**config.mk**
```make
export PLATFORM = sky130hd
export DESIGN_NAME = scan_decoder_flat
export DESIGN_NICKNAME = d
export VERILOG_FILES = /design/src/rtl/scan_decoder_if.sv /design/src/rtl/scan_decoder.sv /design/src/flat_wrapper.sv
export SDC_FILE = /design/constraint.sdc
export NUM_CORES = 1
export LEC_CHECK = 0
export CAP_MARGIN = 20
export CORE_ASPECT_RATIO = 0.75
export CORE_UTILIZATION = 57
export DETAILED_ROUTE_END_ITERATION = 7
export MAX_ROUTING_LAYER = met4
export PLACE_DENSITY = 0.83
export SLEW_MARGIN = 20
export SYNTH_ARGS = -nofsm -noshare
export SYNTH_HDL_FRONTEND = slang
export SYNTH_SLANG_ARGS = --single-unit
```
**constraint.sdc**
```tcl
create_clock -name clk -period 2.7 [get_ports clk]
set_clock_uncertainty 0.05 [all_clocks]
set_input_delay 0.54 -clock clk [delete_from_list [all_inputs] [get_ports clk]]
set_output_delay 0.54 -clock clk [all_outputs]
set_load 0.05 [all_outputs]
```
**src/rtl/scan_decoder_if.sv**
```systemverilog
// scan_decoder_if: bundles the enable/select inputs and the decoded outputs
// of scan_decoder.
//   e1, e2_n, e3_n : three-input enable (active high, low, low)
//   mode           : 0 = direct decode of sel, 1 = auto scan
//   sel            : channel select, direct mode only
//   y_n            : registered active-low one-hot outputs
//   cur_sel        : registered index of the decoded channel
//   tick           : one-cycle pulse when the scan index advances
// The master modport drives the controls; the slave modport is the decoder.
interface scan_decoder_if #(
    parameter int SEL_W = 3
);
    localparam int NUM_OUT = 1 << SEL_W;

    logic               e1;
    logic               e2_n;
    logic               e3_n;
    logic               mode;
    logic [SEL_W-1:0]   sel;
    logic [NUM_OUT-1:0] y_n;
    logic [SEL_W-1:0]   cur_sel;
    logic               tick;

    modport master (
        output e1, e2_n, e3_n, mode, sel,
        input  y_n, cur_sel, tick
    );

    modport slave (
        input  e1, e2_n, e3_n, mode, sel,
        output y_n, cur_sel, tick
    );
endinterface

```
**src/rtl/scan_decoder.sv**
```systemverilog
// scan_decoder: registered SEL_W-to-2^SEL_W decoder with active-low one-hot
// outputs and 74LS138-style enable gating, plus an auto-scan mode that steps
// the active output through channels 0..SCAN_LAST every PRESCALE clocks.
//   clk : system clock, rising edge
//   rst : synchronous active-high reset
//   bus : scan_decoder_if slave (e1, e2_n, e3_n, mode, sel in;
//         y_n, cur_sel, tick out)
// All outputs come straight from flops; no input reaches an output
// combinationally.
module scan_decoder #(
    parameter int SEL_W     = 3,
    parameter int SCAN_LAST = 3,
    parameter int PRESCALE  = 100000
) (
    input  logic           clk,
    input  logic           rst,
    scan_decoder_if.slave  bus
);
    localparam int NUM_OUT = 1 << SEL_W;
    localparam int PSC_W   = (PRESCALE > 1) ? $clog2(PRESCALE) : 1;
    localparam logic [PSC_W-1:0] PSC_LAST      = PSC_W'(PRESCALE - 1);
    localparam logic [SEL_W-1:0] SCAN_LAST_IDX = SEL_W'(SCAN_LAST);

    logic               en_s;
    logic [SEL_W-1:0]   cur_sel_d, cur_sel_q;
    logic [PSC_W-1:0]   psc_d,     psc_q;
    logic               tick_d,    tick_q;
    logic [NUM_OUT-1:0] y_n_d,     y_n_q;

    // Next-state logic for the index, prescaler, tick and decoded outputs.
    always_comb begin
        en_s      = bus.e1 & ~bus.e2_n & ~bus.e3_n;
        cur_sel_d = cur_sel_q;
        psc_d     = psc_q;
        tick_d    = 1'b0;
        y_n_d     = {NUM_OUT{1'b1}};

        if (!en_s) begin
            // Disabled: index and count freeze so re-enable resumes exactly.
            cur_sel_d = cur_sel_q;
            psc_d     = psc_q;
        end else if (!bus.mode) begin
            // Direct decode; the cleared prescaler makes a later switch to
            // scan wait a full PRESCALE period before the first step.
            cur_sel_d = bus.sel;
            psc_d     = {PSC_W{1'b0}};
        end else if (psc_q == PSC_LAST) begin
            psc_d  = {PSC_W{1'b0}};
            tick_d = 1'b1;
            // '>=' also folds an out-of-range index left by direct mode to 0.
            if (cur_sel_q >= SCAN_LAST_IDX) begin
                cur_sel_d = {SEL_W{1'b0}};
            end else begin
                cur_sel_d = cur_sel_q + SEL_W'(1);
            end
        end else begin
            psc_d = psc_q + PSC_W'(1);
        end

        // y_n is the image of the index being loaded this edge.
        if (en_s) begin
            y_n_d[cur_sel_d] = 1'b0;
        end else begin
            y_n_d = {NUM_OUT{1'b1}};
        end
    end

    // State and output registers with synchronous reset.
    always_ff @(posedge clk) begin
        if (rst) begin
            cur_sel_q <= {SEL_W{1'b0}};
            psc_q     <= {PSC_W{1'b0}};
            tick_q    <= 1'b0;
            y_n_q     <= {NUM_OUT{1'b1}};
        end else begin
            cur_sel_q <= cur_sel_d;
            psc_q     <= psc_d;
            tick_q    <= tick_d;
            y_n_q     <= y_n_d;
        end
    end

    assign bus.y_n     = y_n_q;
    assign bus.cur_sel = cur_sel_q;
    assign bus.tick    = tick_q;
endmodule

```
**src/flat_wrapper.sv**
```systemverilog
// flat-port wrapper written by rule: the top's interface ports become plain ports
module scan_decoder_flat 
#(
    parameter int SEL_W     = 3,
    parameter int SCAN_LAST = 3,
    parameter int PRESCALE  = 100000
)
  (clk, rst, bus_e1, bus_e2_n, bus_e3_n, bus_mode, bus_sel, bus_y_n, bus_cur_sel, bus_tick);
  scan_decoder_if #(.SEL_W(SEL_W)) bus_i ();
  input  logic clk;
  input  logic rst;
  input wire logic [$bits(bus_i.e1)-1:0] bus_e1;
  input wire logic [$bits(bus_i.e2_n)-1:0] bus_e2_n;
  input wire logic [$bits(bus_i.e3_n)-1:0] bus_e3_n;
  input wire logic [$bits(bus_i.mode)-1:0] bus_mode;
  input wire logic [$bits(bus_i.sel)-1:0] bus_sel;
  output wire logic [$bits(bus_i.y_n)-1:0] bus_y_n;
  output wire logic [$bits(bus_i.cur_sel)-1:0] bus_cur_sel;
  output wire logic [$bits(bus_i.tick)-1:0] bus_tick;
  assign bus_i.e1 = bus_e1;
  assign bus_i.e2_n = bus_e2_n;
  assign bus_i.e3_n = bus_e3_n;
  assign bus_i.mode = bus_mode;
  assign bus_i.sel = bus_sel;
  assign bus_y_n = bus_i.y_n;
  assign bus_cur_sel = bus_i.cur_sel;
  assign bus_tick = bus_i.tick;
  scan_decoder #(.SEL_W(SEL_W), .SCAN_LAST(SCAN_LAST), .PRESCALE(PRESCALE)) u_core (.clk(clk), .rst(rst), .bus(bus_i));
endmodule
```
==> results.md <==
- In this run the power density over the cells is about 420 nW/um^2.
- The startpoint identified for the worst register-to-register timing path is u_core.psc_q[1].
- The startpoint identified for the worst hold timing path is u_core.psc_q[16].
- The clock-pin slew on the worst setup and hold paths is 90 ps.
- CTS placed an instance of sky130_fd_sc_hd__clkbuf_4 at the clock tree root.
- The classification of the worst setup path is reg2out.
- From synthesis to final layout, the design area changed by 20.0%.
- The floorplan die height is between 40 and 50 um.
- The tool flagged a number of max-cap violations equal to 0.
- Setup slack on the worst reg-to-reg path comes out at roughly 650 ps.
- The post-synthesis cell area is between 1500 and 2000 sq um.
- The die span in x is around 61 um.
- The smallest clock period supported by the final layout is computed as ~2300 ps.
- CTS built an H-tree with a depth of 2.
- VDD sags by at most around 0.34 mV.
- TritonCTS built the clock tree.
- The mean post-synth cell area is roughly 9 sq um.
- For this run, the register share of the synthesized area comes to 38.4%.
- The count of buffers added by post-CTS timing repair for setup is 0.
- The maximum operating frequency is about 0.44 GHz.
- In this run the static leakage power is roughly 0.61 nW.
- The post-route fraction of the period consumed by the critical path is roughly 84%.
- The routability congestion estimate is 0.925.
- After detailed routing, the average wire length per cell comes to ~16 um.
- The core box area is between 2000 and 2500 sq um.
- Synthesis inferred 29 register bits.
- The critical path starts at u_core.bus.cur_sel[1].
- The predominant post-synthesis flop cell is sky130_fd_sc_hd__dfxtp_1.
- The vias after detailed routing is ~1400.
- The post-synthesis cell type count is 48.
- Synthesis handed over a netlist of 168 instances.
- Buffers inserted to repair hold after CTS numbered 0.
- The antenna cell count is 0.
- The flow ran to the end, and the final reports show no timing, DRC or antenna violations.
- The floorplan step defined a die boundary enclosing 2870 sq um.
- In this run, synthesis inferred 0 flip-flops with an integrated enable.
- In this run the tightest slew margin relative to its limit is 66.8%.
- The initial antenna violation count is 0.
- The number of nets in the synthesized netlist is 180.
- For this design, the slowest cell found on the critical path is sky130_fd_sc_hd__clkdlybuf4s50_1.
- Global routing finished with a remaining overflow of 0.
- The via-per-instance ratio is 6.31.
- Summed over all nets, the half-perimeter wirelength after detailed placement is 2850 um.
- The floorplan row count is 15.
- Setup total negative slack on the finished layout was measured at 0 ps.
- The I/O pin count is 21.
- The final number of hold-violating endpoints is 0.
- The worst path required time is approximately 2100 ps.
- The number of inserted filler cells in the final layout is approximately 210.
- STA classifies the critical path endpoint as an output port.
- Entering global routing, the biggest net connects 17 pins.
- The async set-or-reset flop fraction in the synthesized netlist is 0%.
- The number of gates given a new drive strength after cts is 0.
- The number of iterations in the first detailed-routing pass is 4.
- The count of final setup violators is 0.
- The post-route netlist has 16.4% of its cells at a drive strength greater than 1.
- The overall global routing resource usage is between 30% and 40%.
- The clock passes through at most 2 buffers.
- Setup repair after global routing left no endpoint under its margin.
- The via count of the first global-routing pass is ~1300.
- The number of port buffers is 20.
- The later pin in the worst-skew pair is clocked with a latency of between 300 and 400 ps.
- The minimum hold slack is about 440 ps.
- The initial utilization of the core area, before any placement, comes to 63.0%.
- The wire length of the first global-routing pass is just over 6000 um.
- At the worst endpoint, the arrival time is between 1500 and 2000 ps.
- The number of warning messages in the yosys log is 0.
- The family with the most delay on the worst path is buffers and inverters.
- The type of origin of the critical path is a flip-flop.
- The number of slew-limit violations in the final report is 0.
- The CTS buffer count is 5.
- The final routed DRC violation total is 0.
- The net count of the finished layout is a little over 200.
- The detail route stage leaves a number of antenna-violating nets equal to 0.
- The critical path goes through clkdlybuf4s50_1.
- The class of the most critical hold timing path is reg2reg.
- The slew at the pin with the worst max-slew slack is between 400 and 500 ps.
- The stage delay of the slowest cell on the critical path is between 800 and 900 ps.
- For this block, the routed nets add up to about 3800 um of wire.
- The iteration-0 DRC count of the detailed router is between 100 and 150.
- The top fanout value on the critical path is 6.
- The total number of clock tree sinks is 29.
- The number of buffer and inverter stages on the critical path is 1.
[registers in the layout (all words and copies together), names as in the netlist]
name / flops
u_core.psc_q: 17
u_core.bus.y_n: 8
u_core.bus.cur_sel: 3
u_core.bus.tick: 1
[metal layers]
layer	up-vias	track usage (%)	part of all wire, %	wire, um
li1	688	-	-	-
met5	-	-	0	0
met1	659	43.2	44	1640
met2	90	44.9	44	1660
met4	0	10.2	1.2	45
met3	9	10.4	11	407
[logic make-up after synthesis]
kind of cell | Yosys count | share of synthesized area, %
adder cells (fa/ha/maj) | 3 | 2.48
multiplexers | 1 | 0.744
flip-flops | 29 | 38.4
buffers and inverters | 11 | 3.64
AO/OA/AOI/OAI | 40 | 18.9
XOR/XNOR | 1 | 0.579
AND/OR/NAND/NOR | 83 | 35.3
[path summary, 6_finish.rpt]
kind	endpoint	cells past startpoint
worst max-delay path	bus_cur_sel[1]	1
worst max register to register	u_core.bus.y_n[5]	6
worst min register to register	u_core.psc_q[16]	1
worst min-delay path	u_core.psc_q[16]	1
[cells in the mapped netlist (all sizes together), types with 2 or more instances]
| cell type | count | area, sq um |
|---|---|---|
| a31oi | 5 | 37.5 |
| nand2b | 4 | 27.5 |
| inv | 5 | 18.8 |
| o21ai | 12 | 71.3 |
| nor4 | 2 | 12.5 |
| nor3 | 4 | 35.0 |
| and4 | 5 | 50.1 |
| dfxtp | 29 | 581 |
| ha | 3 | 37.5 |
| and3 | 4 | 25.0 |
| nand2 | 10 | 37.5 |
| nor2 | 12 | 45.0 |
| clkbuf | 4 | 25.0 |
| nand4 | 5 | 37.5 |
| a21o | 3 | 25.0 |
| or3 | 9 | 56.3 |
| nor4b | 2 | 47.6 |
| a21oi | 14 | 73.8 |
| nand3 | 19 | 100 |
[metrics by stage]
step	total power, mW	area, sq um	setup slack [ps]	cells	util, %
finish	0.767	1820	442	229	75.6
global route	0.789	1820	390	229	75.6
floorplan	0.481	1510	717	168	-
global placement	0.507	1760	386	222	73.3
detailed placement	0.509	1760	354	222	73.3
CTS	0.770	1820	428	229	75.6
[placed cells by master, fill, tap and decap left out, types with 3 or more instances in the layout]
cell                              instances
sky130_fd_sc_hd__inv_1                    5
sky130_fd_sc_hd__nand3_1                 18
sky130_fd_sc_hd__o21ai_1                  3
sky130_fd_sc_hd__and3_1                   4
sky130_fd_sc_hd__a21oi_1                 13
sky130_fd_sc_hd__nor3_2                   3
sky130_fd_sc_hd__or3_1                    9
sky130_fd_sc_hd__buf_4                    5
sky130_fd_sc_hd__nor2_1                  12
sky130_fd_sc_hd__nand2_1                 10
sky130_fd_sc_hd__clkdlybuf4s50_1         20
sky130_fd_sc_hd__o21ai_0                  8
sky130_fd_sc_hd__nand2b_1                 3
sky130_fd_sc_hd__a31oi_1                  4
sky130_fd_sc_hd__dfxtp_1                 29
sky130_fd_sc_hd__ha_1                     3
sky130_fd_sc_hd__clkbuf_4                 5
sky130_fd_sc_hd__nand4_1                  4
[power breakdown]
group	total [mW]	internal [mW]	switching (mW)
combinational	0.0690	0.0290	0.0399
sequential	0.432	0.429	0.00251
clock	0.266	0.123	0.144
total	0.767	0.581	0.186
[area by class of cell]
class                           instances  area (sq um)  share of cell area, %
Clock buffer                            7          55.1                   3.03
Inverter                                6          22.5                   1.24
Sequential cell                        29           581                   32.0
Tap cell                               34          42.5                   2.34
Timing Repair Buffer                   25           238                   13.1
Multi-Input combinational cell        128           877                   48.3
No activity file was read; power rests on OpenSTA's default activity.
